### src/rtl/idu.sv
// idu: dual-issue dispatch, gates two decoded slots on RS availability and registers them
// Ports: clk, rst (sync, active-high); IDU_in_inst1_* / IDU_in_inst2_* decoded slots;
// AR_Status / MR_Status (1 = RS full); select_instruction {d2,d1}; IDU_out_inst1_* / IDU_out_inst2_*.
// Optional macro IDU_STATS_EN adds pos_count / neg_count dispatch statistics.
module idu #(
  parameter int W = 8
) (
  input  logic         clk,
  input  logic         rst,
  input  logic [W-1:0] IDU_in_inst1_type,
  input  logic [W-1:0] IDU_in_inst1_destination_reg1,
  input  logic [W-1:0] IDU_in_inst1_source_reg1,
  input  logic [W-1:0] IDU_in_inst1_source_reg2,
  input  logic [W-1:0] IDU_in_inst2_type,
  input  logic [W-1:0] IDU_in_inst2_destination_reg2,
  input  logic [W-1:0] IDU_in_inst2_source_reg3,
  input  logic [W-1:0] IDU_in_inst2_source_reg4,
  input  logic         AR_Status,
  input  logic         MR_Status,
  output logic [1:0]   select_instruction,
  output logic [W-1:0] IDU_out_inst1_type,
  output logic [W-1:0] IDU_out_inst1_destination_reg1,
  output logic [W-1:0] IDU_out_inst1_source_reg1,
  output logic [W-1:0] IDU_out_inst1_source_reg2,
  output logic [W-1:0] IDU_out_inst2_type,
  output logic [W-1:0] IDU_out_inst2_destination_reg2,
  output logic [W-1:0] IDU_out_inst2_source_reg3,
  output logic [W-1:0] IDU_out_inst2_source_reg4
`ifdef IDU_STATS_EN
  ,
  output logic [3:0]   pos_count,
  output logic [3:0]   neg_count
`endif
);
  localparam logic [W-1:0] OP_ADD = W'(1);
  localparam logic [W-1:0] OP_SUB = W'(2);
  localparam logic [W-1:0] OP_MUL = W'(3);
  localparam logic [W-1:0] OP_DIV = W'(4);
  logic a1, m1, a2, m2, d1, d2;
  always_comb begin
    a1 = IDU_in_inst1_type == OP_ADD || IDU_in_inst1_type == OP_SUB;
    m1 = IDU_in_inst1_type == OP_MUL || IDU_in_inst1_type == OP_DIV;
    a2 = IDU_in_inst2_type == OP_ADD || IDU_in_inst2_type == OP_SUB;
    m2 = IDU_in_inst2_type == OP_MUL || IDU_in_inst2_type == OP_DIV;
    d1 = (a1 && !AR_Status) || (m1 && !MR_Status);
    // slot 2 needs slot 1 gone (empty or issued) and a class slot 1 did not just take
    d2 = ((a2 && !AR_Status) || (m2 && !MR_Status)) && (!(a1 || m1) || d1)
         && !(d1 && ((a1 && a2) || (m1 && m2)));
  end
  always_ff @(posedge clk) begin
    if (rst) begin
      select_instruction             <= '0;
      IDU_out_inst1_type             <= '0;
      IDU_out_inst1_destination_reg1 <= '0;
      IDU_out_inst1_source_reg1      <= '0;
      IDU_out_inst1_source_reg2      <= '0;
      IDU_out_inst2_type             <= '0;
      IDU_out_inst2_destination_reg2 <= '0;
      IDU_out_inst2_source_reg3      <= '0;
      IDU_out_inst2_source_reg4      <= '0;
    end else begin
      select_instruction             <= {d2, d1};
      IDU_out_inst1_type             <= d1 ? IDU_in_inst1_type : '0;
      IDU_out_inst1_destination_reg1 <= d1 ? IDU_in_inst1_destination_reg1 : '0;
      IDU_out_inst1_source_reg1      <= d1 ? IDU_in_inst1_source_reg1 : '0;
      IDU_out_inst1_source_reg2      <= d1 ? IDU_in_inst1_source_reg2 : '0;
      IDU_out_inst2_type             <= d2 ? IDU_in_inst2_type : '0;
      IDU_out_inst2_destination_reg2 <= d2 ? IDU_in_inst2_destination_reg2 : '0;
      IDU_out_inst2_source_reg3      <= d2 ? IDU_in_inst2_source_reg3 : '0;
      IDU_out_inst2_source_reg4      <= d2 ? IDU_in_inst2_source_reg4 : '0;
    end
  end
`ifdef IDU_STATS_EN
  always_ff @(posedge clk) begin
    if (rst) begin
      pos_count <= '0;
      neg_count <= '0;
    end else begin
      pos_count <= pos_count + {3'b0, d1} + {3'b0, d2};
      neg_count <= neg_count + {3'b0, ((a1 || m1) && !d1) || ((a2 || m2) && !d2)};
    end
  end
`endif
endmodule

### config.mk
export PLATFORM = sky130hd
export DESIGN_NAME = idu
export DESIGN_NICKNAME = d
export VERILOG_FILES = /design/src/rtl/idu.sv
export SDC_FILE = /design/constraint.sdc
export NUM_CORES = 1
export LEC_CHECK = 0
export ABC_AREA = 1
export BUFFER_PORTS_ARGS = -buffer_cell sky130_fd_sc_hd__buf_4
export CAP_MARGIN = 5
export CORE_MARGIN = 2
export CORE_UTILIZATION = 37
export CTS_BUF_LIST = sky130_fd_sc_hd__clkbuf_16
export DETAILED_ROUTE_END_ITERATION = 10
export PLACE_DENSITY = 0.7
export SYNTH_ARGS = -nofsm -noshare
export SYNTH_HDL_FRONTEND = slang
export SYNTH_SLANG_ARGS = --single-unit
export TNS_END_PERCENT = 1
### constraint.sdc
create_clock -name clk -period 1.4 [get_ports clk]
set_clock_uncertainty 0.15 [all_clocks]
set_input_delay 0.14 -clock clk [delete_from_list [all_inputs] [get_ports clk]]
set_output_delay 0.14 -clock clk [all_outputs]
set_load 0.01 [all_outputs]
==> run metrics <==
CP startpoint rst; Diodes inserted 0; fin worst setup slack 89.6 ps; critical path class in -> reg; first-pass GRT wire length 9050 um; gr ovfl total 0; clock slew at reported path FFs 50 ps; main combinational cell family by area after synthesis simple AND/OR/NAND/NOR gates; adder-cell share of the synthesized area 0; clock root cell clkbuf_16; Peak Freq 0.763 GHz; wire per inst 11.3 um; crit end category flop; die area 6850 sq um; pre-CTS setup slack -139 ps; syn_area_per_cell 8.93 sq um; First-pass DRT Iterations 4; complex-gate fraction of the synthesized area 0.00382; Die Y 82.8 um; WL final 6170 um; CTS HTree Levels 3; die extent in x 82.8 um; fraction of layout cells with a size suffix above 1 0.445; Post-Syn Instances 257; CTS tree done; max_slew headroom 0.649; DR vias 2164; CP Launch Type input port; Post-CTS Setup Bufs 0; Ys Warns 0; core footprint 5960 sq um; worst ir drop on vdd 0.905 mV; routability cong. 0.782; Rows 28; final hold slack 12.1 ps; Core Util, Final 0.718; DRC viols 0; HPWL after DPL 4070 um; Largest stage delay, worst path 540 ps; vias in the first global route 2119; synthesized flop and latch total 66; required time worst endpoint 1440 ps; Post-Synth Simple-Gate Area 0.280; Final Hold Fails 0; final setup fails 0; largest net degree at the start of global routing 28; total clock sinks 66; Crit Path Max Fanout 27; Top Ports 134; RSZ-0062 raised after global routing false; drt via density 3.97; TritonCTS Buffers 9; Yosys top cell area share 0.576; All-Layer GR Usage 0.179; initial antenna violation count 0; DR iter-0 viols 35; Final min period 1310 ps; CP arrival 1350 ps; synth top area cells dfxtp_1 58%, inv_1 11%, nor2_2 8.2%; PD cells 1090 nW/um^2; fillcell total 441; mux contribution to synthesized area 0; critical path, cell by cell dlygate4sd3_1, buf_4, nor2_4, inv_4, nor2_1; Seq/Total Area, Yosys 0.576; max cap viols 0; pins over their slew limit 0; Synth Area in XOR/XNOR 0; Layout Nets 533; outcome finished clean; Worst Max-Slew Pin Slew 526 ps; period utilization 0.936; CP max stage cell dlygate4sd3_1; initial core utilization 0.385; post-route ant nets 0; Leak 2.26 nW; synthesized area 2290 sq um; Hold Path Class in -> reg; Area growth, synth to finish 86.4%; Yosys cell types 16; clock tree buffer depth 2; Synth area leader dfxtp_1; Worst setup endpoint IDU_out_inst1_source_reg1[7]; input/output buffers 133
==> Yosys cell counts <==
cell type and n:
a21oi_2 1, buf_12 1, buf_6 3, conb_1 1
dfxtp_1 66, inv_1 66, inv_2 3, inv_4 1
nand2_1 29, nand2_2 2, nand3_1 10, nand3_2 1
nand3_4 1, nor2_1 29, nor2_2 30, nor2_4 13
==> registers in the layout, summed over array words and instances, names as in the netlist <==
register                        cells
IDU_out_inst1_destination_reg1      8
IDU_out_inst1_source_reg1           8
IDU_out_inst1_source_reg2           8
IDU_out_inst1_type                  8
IDU_out_inst2_destination_reg2      8
IDU_out_inst2_source_reg3           8
IDU_out_inst2_source_reg4           8
IDU_out_inst2_type                  8
select_instruction                  2
==> metrics by stage <==
step           cell area (sq um)  setup TNS (ps)  cells  total power, mW
2_1_floorplan               2330               0    266             2.05
5_1_grt                     4280               0    545             4.84
6_report                    4280               0    545             4.67
3_5_place_dp                3460           -4370    479             2.26
4_1_cts                     4280               0    545             4.70
3_3_place_gp                3460           -2350    479             2.25
==> layer usage <==
metal  global-route usage  vias to the layer above  share of wire
met3               0.0500                       10          0.078
met1                0.168                      944           0.36
met5                    0                        -              0
met2                0.354                       83           0.54
met4               0.0836                        0          0.020
li1                     -                     1127              -
==> cell families after synthesis <==
kind of cell           count (synthesis)
flip-flops                            66
other                                  1
AND/OR/NAND/NOR                      115
AO/OA/AOI/OAI                          1
buffers and inverters                 74
==> worst max-delay path, delay by kind of cell <==
kind	cells	cell delay (ps)
buf+inv	3	1050
simple gates	2	140
==> power by group <==
| group | internal, mW | leakage, nW | total [mW] | switching, mW |
|---|---|---|---|---|
| logic | 0.271 | 1.58 | 0.433 | 0.162 |
| registers | 1.90 | 0.535 | 1.90 | 0.00515 |
| clock network | 1.55 | 0.149 | 2.34 | 0.784 |
| total | 3.72 | 2.26 | 4.67 | 0.951 |
==> worst min path at each step <==
stage | end | from | cells past startpoint | slack [ps]
3_5_place_dp | select_instruction[0] | rst | 2 | 200
3_3_place_gp | select_instruction[0] | rst | 2 | 190
4_1_cts | IDU_out_inst1_type[0] | IDU_in_inst1_type[0] | 4 | 9
2_1_floorplan | select_instruction[0] | rst | 1 | 70
6_report | IDU_out_inst1_type[0] | IDU_in_inst1_type[0] | 4 | 10
5_1_grt | IDU_out_inst1_type[0] | IDU_in_inst1_type[0] | 4 | 10
==> layout make-up <==
cell class,count,area [sq um],area share
Sequential cell,66,1320,0.309
Multi-Input combinational cell,126,688,0.161
Clock inverter,7,92.6,0.0216
Tap cell,75,93.8,0.0219
Inverter,70,265,0.0620
Timing Repair Buffer,192,1590,0.372
Clock buffer,9,225,0.0526
==> repair_timing <==
action	CTS	global route
hold buffers	50	0
gates resized for setup	0	0
hold endpoints to repair	50	0
==> layout by cell type, fill, tap and decap left out <==
master,n
buf_4,140
dfxtp_1,66
inv_1,66
dlygate4sd3_1,50
nor2_2,30
nand2_1,29
nor2_1,29
nor2_4,13
conb_1,10
nand3_1,10
clkbuf_16,9
inv_2,3
nand2_2,2
clkinvlp_4,2
bufinv_16,2
buf_12,2
nand3_2,1
a21oi_2,1
nand3_4,1
inv_4,1
clkinv_2,1
inv_6,1
clkinv_1,1
Note: power is estimated with default switching activity, not from simulation.
